**config.mk**
```make
export PLATFORM = sky130hd
export DESIGN_NAME = draw_duck_flat
export DESIGN_NICKNAME = d
export VERILOG_FILES = /design/src/rtl/draw_duck_pkg.sv /design/src/rtl/draw_duck_if.sv /design/src/rtl/draw_duck_signal_delay.sv /design/src/rtl/draw_duck.sv /design/src/flat_wrapper.sv
export SDC_FILE = /design/constraint.sdc
export NUM_CORES = 1
export LEC_CHECK = 0
export ABC_AREA = 1
export BUFFER_PORTS_ARGS = -buffer_cell sky130_fd_sc_hd__buf_2
export CORE_MARGIN = 4
export CORE_UTILIZATION = 53
export DETAILED_ROUTE_END_ITERATION = 8
export GPL_ROUTABILITY_DRIVEN = 0
export GPL_TIMING_DRIVEN = 0
export PLACE_DENSITY = 0.77
export REMOVE_ABC_BUFFERS = 1
export SLEW_MARGIN = 10
export SYNTH_ARGS = -nofsm -noshare
export SYNTH_HDL_FRONTEND = slang
export SYNTH_SLANG_ARGS = --single-unit
```
**constraint.sdc**
```tcl
create_clock -name clk -period 10.6 [get_ports clk]
set_clock_uncertainty 0.05 [all_clocks]
set_input_delay 0 -clock clk [delete_from_list [all_inputs] [get_ports clk]]
set_output_delay 0 -clock clk [all_outputs]
set_load 0.03 [all_outputs]
```
**src/rtl/draw_duck_pkg.sv**
```systemverilog
// rtl/draw_duck_pkg.sv - shared duck sprite geometry and VGA bus bundle type
package draw_duck_pkg;

   localparam int SPRITE_W       = 96;
   localparam int SPRITE_H       = 60;
   localparam int DUCK_ROM_DEPTH = SPRITE_W * SPRITE_H;
   localparam int ADDR_W         = $clog2(DUCK_ROM_DEPTH);

   typedef struct packed {
      logic [10:0] hcount;
      logic [10:0] vcount;
      logic        hsync;
      logic        hblnk;
      logic        vsync;
      logic        vblnk;
      logic [11:0] rgb;
   } vga_bus_t;

endpackage

```
**src/rtl/draw_duck_if.sv**
```systemverilog
// rtl/draw_duck_if.sv - VGA pixel-chain bus between render stages
interface draw_duck_if;

   logic [10:0] hcount;
   logic [10:0] vcount;
   logic        hsync;
   logic        hblnk;
   logic        vsync;
   logic        vblnk;
   logic [11:0] rgb;

   modport master (output hcount, vcount, hsync, hblnk, vsync, vblnk, rgb);
   modport slave  (input  hcount, vcount, hsync, hblnk, vsync, vblnk, rgb);

endinterface

```
**src/rtl/draw_duck_signal_delay.sv**
```systemverilog
// rtl/draw_duck_signal_delay.sv - fixed-depth register delay line with sync reset
module draw_duck_signal_delay #(
   parameter int WIDTH   = 1,
   parameter int CLK_DEL = 3
) (
   input  logic             clk,
   input  logic             rst_n,
   input  logic [WIDTH-1:0] data,
   output logic [WIDTH-1:0] delayed
);

   logic [WIDTH-1:0] stage [CLK_DEL];

   always_ff @(posedge clk) begin
      if (!rst_n) begin
         for (int i = 0; i < CLK_DEL; i++) stage[i] <= '0;
      end else begin
         stage[0] <= data;
         for (int i = 1; i < CLK_DEL; i++) stage[i] <= stage[i-1];
      end
   end

   assign delayed = stage[CLK_DEL-1];

endmodule

```
**src/rtl/draw_duck.sv**
```systemverilog
// rtl/draw_duck.sv - duck sprite overlay: ROM address generation and compositing
module draw_duck
   import draw_duck_pkg::*;
#(
   parameter logic [11:0] TRANSP_RGB = 12'h000
) (
   input  logic              clk,
   input  logic              rst_n,
   draw_duck_if.slave        upstream,
   draw_duck_if.master       downstream,
   input  logic [10:0]       xpos,
   input  logic [10:0]       ypos,
   input  logic              enable,
   input  logic              flip_h,
   output logic [ADDR_W-1:0] rom_addr,
   input  logic [11:0]       rom_rgb
);

   localparam logic [11:0] W12 = 12'(SPRITE_W);
   localparam logic [11:0] H12 = 12'(SPRITE_H);

   logic [10:0] xl, yl;
   logic        en_l, flip_l, vblnk_prev;
   logic [11:0] hc, vc, x12, y12, rx, ry, cx;
   logic [12:0] ry13, addr;
   logic        in_box, in_box_d1, in_box_d2, draw;
   vga_bus_t    bus_in, bus_d2;

   // 12-bit bounds keep a sprite near the right/bottom edge from wrapping to 0
   assign hc     = {1'b0, upstream.hcount};
   assign vc     = {1'b0, upstream.vcount};
   assign x12    = {1'b0, xl};
   assign y12    = {1'b0, yl};
   assign rx     = hc - x12;
   assign ry     = vc - y12;
   assign in_box = en_l && (hc >= x12) && (hc < x12 + W12)
                        && (vc >= y12) && (vc < y12 + H12);
   assign cx     = flip_l ? (W12 - 12'd1 - rx) : rx;
   assign ry13   = {1'b0, ry};
   assign addr   = (ry13 << 6) + (ry13 << 5) + {1'b0, cx};

   always_ff @(posedge clk) begin
      if (!rst_n) begin
         xl         <= '0;
         yl         <= '0;
         en_l       <= 1'b0;
         flip_l     <= 1'b0;
         vblnk_prev <= 1'b0;
         rom_addr   <= '0;
         in_box_d1  <= 1'b0;
         in_box_d2  <= 1'b0;
      end else begin
         vblnk_prev <= upstream.vblnk;
         if (upstream.vblnk && !vblnk_prev) begin
            xl     <= xpos;
            yl     <= ypos;
            en_l   <= enable;
            flip_l <= flip_h;
         end
         rom_addr  <= in_box ? addr : '0;
         in_box_d1 <= in_box;
         in_box_d2 <= in_box_d1;
      end
   end

   // Two stages here plus the output register below give the 3-clk chain latency
   assign bus_in = {upstream.hcount, upstream.vcount, upstream.hsync, upstream.hblnk,
                    upstream.vsync, upstream.vblnk, upstream.rgb};

   draw_duck_signal_delay #(
      .WIDTH   ($bits(vga_bus_t)),
      .CLK_DEL (2)
   ) u_delay (
      .clk     (clk),
      .rst_n   (rst_n),
      .data    (bus_in),
      .delayed (bus_d2)
   );

   assign draw = in_box_d2 && !bus_d2.hblnk && !bus_d2.vblnk && (rom_rgb != TRANSP_RGB);

   always_ff @(posedge clk) begin
      if (!rst_n) begin
         downstream.hcount <= '0;
         downstream.vcount <= '0;
         downstream.hsync  <= 1'b0;
         downstream.hblnk  <= 1'b0;
         downstream.vsync  <= 1'b0;
         downstream.vblnk  <= 1'b0;
         downstream.rgb    <= '0;
      end else begin
         downstream.hcount <= bus_d2.hcount;
         downstream.vcount <= bus_d2.vcount;
         downstream.hsync  <= bus_d2.hsync;
         downstream.hblnk  <= bus_d2.hblnk;
         downstream.vsync  <= bus_d2.vsync;
         downstream.vblnk  <= bus_d2.vblnk;
         downstream.rgb    <= draw ? rom_rgb : bus_d2.rgb;
      end
   end

endmodule

```
**src/flat_wrapper.sv**
```systemverilog
// flat-port wrapper written by rule: the top's interface ports become plain ports
module draw_duck_flat import draw_duck_pkg::*;
#(
   parameter logic [11:0] TRANSP_RGB = 12'h000
)
  (clk, rst_n, xpos, ypos, enable, flip_h, rom_addr, rom_rgb, upstream_hcount, upstream_vcount, upstream_hsync, upstream_hblnk, upstream_vsync, upstream_vblnk, upstream_rgb, downstream_hcount, downstream_vcount, downstream_hsync, downstream_hblnk, downstream_vsync, downstream_vblnk, downstream_rgb);
  draw_duck_if upstream_i ();
  draw_duck_if downstream_i ();
  input  logic clk;
  input  logic rst_n;
  input  logic [10:0] xpos;
  input  logic [10:0] ypos;
  input  logic enable;
  input  logic flip_h;
  output logic [ADDR_W-1:0] rom_addr;
  input  logic [11:0] rom_rgb;
  input wire logic [$bits(upstream_i.hcount)-1:0] upstream_hcount;
  input wire logic [$bits(upstream_i.vcount)-1:0] upstream_vcount;
  input wire logic [$bits(upstream_i.hsync)-1:0] upstream_hsync;
  input wire logic [$bits(upstream_i.hblnk)-1:0] upstream_hblnk;
  input wire logic [$bits(upstream_i.vsync)-1:0] upstream_vsync;
  input wire logic [$bits(upstream_i.vblnk)-1:0] upstream_vblnk;
  input wire logic [$bits(upstream_i.rgb)-1:0] upstream_rgb;
  output wire logic [$bits(downstream_i.hcount)-1:0] downstream_hcount;
  output wire logic [$bits(downstream_i.vcount)-1:0] downstream_vcount;
  output wire logic [$bits(downstream_i.hsync)-1:0] downstream_hsync;
  output wire logic [$bits(downstream_i.hblnk)-1:0] downstream_hblnk;
  output wire logic [$bits(downstream_i.vsync)-1:0] downstream_vsync;
  output wire logic [$bits(downstream_i.vblnk)-1:0] downstream_vblnk;
  output wire logic [$bits(downstream_i.rgb)-1:0] downstream_rgb;
  assign upstream_i.hcount = upstream_hcount;
  assign upstream_i.vcount = upstream_vcount;
  assign upstream_i.hsync = upstream_hsync;
  assign upstream_i.hblnk = upstream_hblnk;
  assign upstream_i.vsync = upstream_vsync;
  assign upstream_i.vblnk = upstream_vblnk;
  assign upstream_i.rgb = upstream_rgb;
  assign downstream_hcount = downstream_i.hcount;
  assign downstream_vcount = downstream_i.vcount;
  assign downstream_hsync = downstream_i.hsync;
  assign downstream_hblnk = downstream_i.hblnk;
  assign downstream_vsync = downstream_i.vsync;
  assign downstream_vblnk = downstream_i.vblnk;
  assign downstream_rgb = downstream_i.rgb;
  draw_duck #(.TRANSP_RGB(TRANSP_RGB)) u_core (.clk(clk), .rst_n(rst_n), .upstream(upstream_i), .downstream(downstream_i), .xpos(xpos), .ypos(ypos), .enable(enable), .flip_h(flip_h), .rom_addr(rom_addr), .rom_rgb(rom_rgb));
endmodule
```
==> results.cfg, run 1 <==
[status]
outcome = finished, final reports clean

[place]
dp.cells = 1175
port_buffers = 126
hpwl_um = 9899
place_area_um2 = 7609

[clock_tree]
htree_levels = 4
cts_sinks = 153
cts_resized = 0
cts.path.max_buffers = 2
clock_latency_ns = 0.43
clk_pin_slew_ns = 0.06
cts_tree = built
cts_setup_buffers = 0
cts_root_buf = clkbuf_16
numCtsBuffers = 17

[logic_synthesis]
yosys.area_share.adder_pct = 11.25
syn_inst = 899
synth_compound_area_share_pct = 6.305
post-synth-top-area-cell = dfxtp_1
synth_mux_area_share_pct = 0
yosys.area.top_type_share_pct = 44.87
yosys_warnings = 0
synth_simple_gate_area_share_pct = 21.08
synth_top_family_by_area = simple AND/OR/NAND/NOR gates
synth_xor_area_share_pct = 3.849
synth_area_leaders = dfxtp_1 45%, nand2_1 12%, inv_1 11%, ha_1 8.6%, nor2_1 3.2%
avgSynthCellArea_um2 = 7.593
synth_seq_area_share_pct = 44.87
netlist_area_um2 = 6827
synth_seq_cells = 153
synth.distinct_cells = 28

[routing]
firstDrtPassIters = 6
avgRoutedWirePerCell_um = 12.42
drc = 0
wirelength_um = 16170
vias = 6075
drtIter0Drc = 364
routed_via_density = 4.666
ant_nets = 0

[worst_setup_path]
crit_buf_inv = 5
crit_fanout = 6
cp_common_cell = nand2_1
start_kind = flop
worstSetupPathType = reg2reg
crit_path_end_kind = flop
crit_arrival_ns = 4.11
worstPathRequired_ns = 10.85
cpPeakStageDelay_ns = 0.45
crit_path_top_delay_cell = fa_1
critical_path.top_delay_family = adder cells

[floorplan]
fp.dieArea_um2 = 14760
rows = 41
ioPinCount = 127
core-area_um2 = 12620
initial_core_util_pct = 54.09
die_x_um = 121.5
die_h_um = 121.5

[global_routing]
antenna_found_initial = 0
grt_pass1_wl_um = 26340
grt_max_degree = 95
grt_pass1_vias = 6005
grt_remaining_overflow = 0
grt.total_usage_pct = 22.50

[sta]
hold_viol_final = 0
slew-limit-headroom_pct = 47.94
post-route-period-util_pct = 36.43
max_freq_mhz = 259.0
min_period_ns = 3.861
setup_viol = 0
rsz0062_at_grt = no
tns_ns = 0
tightest_slew_ns = 0.7797
slew_viol_final = 0

[power]
total_leakage_power_nw = 5.187
irDropWorstVdd_uv = 113.5
power_density_nw_per_um2 = 181.3
switching_share_pct = 30.50
p_sw_mw = 0.5079
clock_power_share_pct = 38.4
p_seq_share_pct = 36.7
cellInternalPower_mw = 1.157
power_frac_comb_pct = 24.9

[hold_path]
hp-class = in2reg

[final_layout]
area_growth_pct = 34.55
n_antenna_cell = 0
drive_gt1_share_pct = 15.58
fin_cells = 1302
nets = 1249
finalInstanceArea_um2 = 9185

[job]
max_cap_violations = 0
## synthesized netlist by cell type
| library cell | number |
|---|---|
| a21oi_2 | 1 |
| nor4_1 | 3 |
| or2_2 | 1 |
| o21ai_0 | 38 |
| a21o_1 | 1 |
| o21a_1 | 1 |
| nand2_1 | 223 |
| clkinv_1 | 2 |
| nand4_1 | 11 |
| nand3b_1 | 1 |
| xnor2_1 | 7 |
| xor2_1 | 23 |
| nand3_2 | 2 |
| a31oi_1 | 1 |
| nand3_1 | 33 |
| dfxtp_1 | 153 |
| nor2_1 | 58 |
| clkbuf_1 | 22 |
| nor2_2 | 11 |
| a21oi_1 | 41 |
| inv_1 | 203 |
| ha_1 | 47 |
| nand2_2 | 1 |
| nor3b_1 | 1 |
| buf_6 | 1 |
| fa_1 | 9 |
| o21ai_1 | 1 |
| nor3_1 | 3 |
## metal layers
metal | global-route usage (%) | vias up | routed length, um | share of wire [%]
li1 | - | 3135 | - | -
met1 | 24.98 | 2710 | 6743 | 42
met2 | 41.11 | 184 | 8174 | 51
met3 | 5.455 | 46 | 853 | 5.3
met4 | 8.754 | 0 | 397 | 2.5
met5 | 0 | - | 0 | 0
## path summary, 6_finish.rpt
check,start,end,slack (ns),cells after the start
hold reg to reg,u_core.u_delay.stage[0][64],u_core.downstream.vcount[10],0.36,2
setup reg to reg,u_core.xl[5],u_core.rom_addr[12],6.74,26
setup / recovery,u_core.xl[5],u_core.rom_addr[12],6.74,26
hold / removal,upstream_rgb[11],u_core.u_delay.stage[0][11],0.26,4
## sequential cells by signal, indices dropped and copies added, names as in the netlist, 11 cells and up
register                  flops
u_core.downstream.rgb        12
u_core.xl                    11
u_core.downstream.hcount     11
u_core.downstream.vcount     11
u_core.u_delay.stage         76
u_core.rom_addr              13
u_core.yl                    11
## timing repair
action / in CTS / in global routing
endpoints found under the hold margin: 92 / 0
hold buffers: 95 / 0
setup endpoints to repair: 0 / 0
## area by class of cell
cell class	instances	area (um2)
multi-input combinational	518	2900
clock buffer	18	439.2
clock inverter	14	186.4
fill	933	3435
tap	172	215.2
timing repair buffer	222	1612
sequential	153	3063
inverter	205	769.5
## through the flow
step	total power [mW]	hold slack, ns	worst slack (ns)	util, %
floorplan	0.9139	0.04345	7.121	-
detailed placement	1.002	0.1410	6.770	60.29
finish	1.665	0.2583	6.739	72.78
global route	1.758	0.2502	6.394	72.78
global placement	0.9913	0.1298	6.832	60.05
CTS	1.671	0.2326	6.739	72.78
## cell usage in the layout, fill, tap and decap left out, drive strengths merged
master	n
clkinv	3
nor3b	1
nor4	3
xnor2	7
nand4	11
nand2	224
buf	127
ha	47
inv	210
nand3b	1
xor2	23
bufinv	3
dfxtp	153
clkbuf	18
a31oi	1
o21a	1
or2	1
fa	9
nor3	3
nand3	35
nor2	69
o21ai	39
clkinvlp	3
a21o	1
dlygate4sd3	95
a21oi	42
## power by group through the flow
stage / clock network [mW] / registers, mW / logic (mW)
global placement: 0 / 0.622 / 0.369
finish: 0.639 / 0.611 / 0.415
CTS: 0.648 / 0.610 / 0.413
detailed placement: 0 / 0.623 / 0.380
floorplan: 0 / 0.630 / 0.284
global route: 0.670 / 0.613 / 0.475
## worst min-delay path: cells and delay by family
kind / cells / cell delay [ns]
buffers and inverters: 3 / 0.66
and+or+nand+nor: 1 / 0.04
## kinds of logic after synthesis
logic type                 Yosys count
and+or+nand+nor                    348
buffers and inverters              228
DFF                                153
AOI/OAI and AO/OA                   84
adders and majority gates           56
xor gates and xnor gates            30
Note: power is estimated with default switching activity, not from simulation.
==> run 2, diff against run 1 <==
ABC_AREA = 0   (was 1)
clock period = 3.8 ns   (was 10.6 ns; I/O delays follow)
==> results.cfg, run 2 <==
[global_routing]
antenna_found_initial = 0
grt_remaining_overflow = 0
grt_pass1_vias = 5515
grt.total_usage_pct = 22.04
grt_max_degree = 93
grt_pass1_wl_um = 25360

[clock_tree]
cts_sinks = 153
clk_pin_slew_ns = 0.06
cts_root_buf = clkbuf_16
clock_latency_ns = 0.42
cts.path.max_buffers = 2
numCtsBuffers = 17
htree_levels = 4
cts_tree = built

[hold_path]
hp-start = rst_n
hp-class = in2reg

[final_layout]
reg_top3 = u_core.u_delay.stage x76, u_core.rom_addr x13, u_core.downstream.rgb x12
regMostFlops = u_core.u_delay.stage
most-common-layout-cells = 151 x dfxtp_1, 125 x buf_2, 103 x and2_1, 92 x dlygate4sd3_1, 65 x nand2_1
multi_input_area_um2 = 3382
largest_reg_flops = 76
nets = 1030
seq_area_um2 = 3065
layout.cells.most_common = dfxtp_1
finalInstanceArea_um2 = 9037
drive_gt1_share_pct = 21.43
n_fill_cell = 865
area_growth_pct = 37.03
n_antenna_cell = 0

[worst_setup_path]
crit_path_end_kind = flop
worstPathRequired_ns = 4.06
start_kind = flop
critical_path.top_delay_family = adder cells
critPathLaunch = u_core.xl[0]
worstSetupPathType = reg2reg
crit_buf_inv = 3
reg2reg_from = u_core.xl[0]
crit_path_top_delay_cell = fa_1
cpPeakStageDelay_ns = 0.42
crit_fanout = 2
path_cells = ha_4 > fa_2 > nand2b_4 > a21oi_4 > mux2i_1 > nand2_1 > ha_1 > inv_2 > a21oi_2 > fa_1 > inv_1 > ha_2 > inv_2 > fa_2 > nor2b_4 > o21ai_2 > nand2b_1 > a21o_1 > a21oi_2 > xnor3_1 > and2b_2
crit_arrival_ns = 4.44

[routing]
ant_nets = 0
avgRoutedWirePerCell_um = 14.12
vias = 5240
wirelength_um = 15230
routed_via_density = 4.861
firstDrtPassIters = 4
drc = 0
drtIter0Drc = 269

[logic_synthesis]
yosys.cell_count.top_type = dfxtp_1
yosys_warnings = 0
netlist_area_um2 = 6595
synth_area_leaders = dfxtp_1 46%, and2_1 9.8%, ha_1 8.9%, nand2_1 3.8%, xnor2_1 3.2%
synth-edff-count = 0
synth_seq_cells = 153
synth.distinct_cells = 47
avgSynthCellArea_um2 = 9.713
synth_seq_area_share_pct = 46.44
async_flop_share_pct = 0
post-synth-top-area-cell = dfxtp_1
synthFlopType = dfxtp_1
yosys.area.top_type_share_pct = 46.44
synth_common_cells = 153 x dfxtp_1, 103 x and2_1, 66 x nand2_1, 47 x ha_1, 46 x inv_1
syn_inst = 679

[power]
clock_power_share_pct = 36.2
p_seq_share_pct = 39.3
fin_total_pwr_mw = 4.315
total_leakage_power_nw = 4.077
cellInternalPower_mw = 3.159
power_density_nw_per_um2 = 477.5
switching_share_pct = 26.80
irDropWorstVdd_uv = 284.1
power_frac_comb_pct = 24.5
p_sw_mw = 1.156

[place]
hpwl_um = 9695
port_buffers = 126
place_area_um2 = 7376
pre_cts_ws_ns = -0.7668

[sta]
post-route-period-util_pct = 109.9
fin_hold_ws_ns = 0.01328
setup_viol = 3
setup_ws_ns = -0.3752
slew-limit-headroom_pct = 32.90
tightest_slew_ns = 1.006
min_period_ns = 4.175
slew_viol_final = 0
tns_ns = -0.5947
rsz0062_at_grt = yes
hold_viol_final = 0
max_freq_mhz = 239.5

[floorplan]
ioPinCount = 127
core-area_um2 = 12110
initial_core_util_pct = 54.45
fp.dieArea_um2 = 14290
die_h_um = 119.6
rows = 40
die_x_um = 119.6

[status]
violations = setup timing
outcome = finished, violations left

[job]
max_cap_violations = 0
## run 2: cell types whose count changed after synthesis, moves of 19 or more
cell      change
nand3_1      -28
a21boi_0     +25
a21oi_1      -19
nand2_1     -157
nor2_1       -35
o21ai_0      -27
nor2b_1      +22
and2_1      +103
inv_1       -157
## run 2: layout make-up
cell class | count | area share, %
tap | 168 | 2.326
clock inverter | 6 | 0.7199
sequential | 153 | 33.92
timing repair buffer | 228 | 18.33
clock buffer | 25 | 5.372
multi-input combinational | 452 | 37.42
inverter | 46 | 1.911
## run 2: power groups by stage
stage	sequential [mW]	clock (mW)	combinational, mW
global route	1.70	1.67	1.18
global placement	1.72	0	0.785
detailed placement	1.73	0	0.837
floorplan	1.74	0	0.601
CTS	1.69	1.59	0.993
finish	1.70	1.56	1.06
## run 2: metal layers
metal  GRT usage (%)  up-vias  share of wire [%]
met5               0        -                  0
met4           7.874        0                2.0
met3           5.325       26                4.6
met2           40.89      141                 52
met1           24.41     2425                 41
li1                -     2648                  -
## run 2: cell families after synthesis
group	after synthesis	share of synthesized area, %
AND/OR/NAND/NOR	251	20.43
flip-flops	153	46.44
AO/OA/AOI/OAI	93	9.790
buffers and inverters	74	4.344
adder cells (fa/ha/maj)	56	11.65
XOR/XNOR	40	5.521
multiplexers	12	1.821
## run 2: worst paths after layout
path / end / slack [ns] / depth (start not counted)
setup / recovery: u_core.rom_addr[12] / -0.38 / 21
hold / removal: u_core.xl[7] / 0.01 / 2
setup reg to reg: u_core.rom_addr[12] / -0.38 / 21
hold reg to reg: u_core.downstream.hcount[2] / 0.38 / 1
## run 2: worst reg2reg max path, delay by kind of cell, from the launching register on
family                   cells  cell delay [ns]
adder cells (fa/ha/maj)      6             1.81
AND/OR/NAND/NOR              5             0.74
AO/OA/AOI/OAI                5             0.58
flip-flops                   1             0.33
multiplexers                 1             0.26
buffers and inverters        3             0.16
XOR/XNOR                     1             0.16
## run 2: per-stage QoR
step           cells  utilization, %
2_1_floorplan    651               -
3_3_place_gp     945           60.45
3_5_place_dp     947           60.90
4_1_cts         1076           74.23
5_1_grt         1078           74.62
6_report        1078           74.62
## run 2: repair_timing
item                                    CTS  global route
endpoints found under the setup margin    5             5
buffers inserted                          6             2
endpoints found under the hold margin    74             0
resized for setup                        24             7
hold buffers                             92             0
pin swaps                                13             5
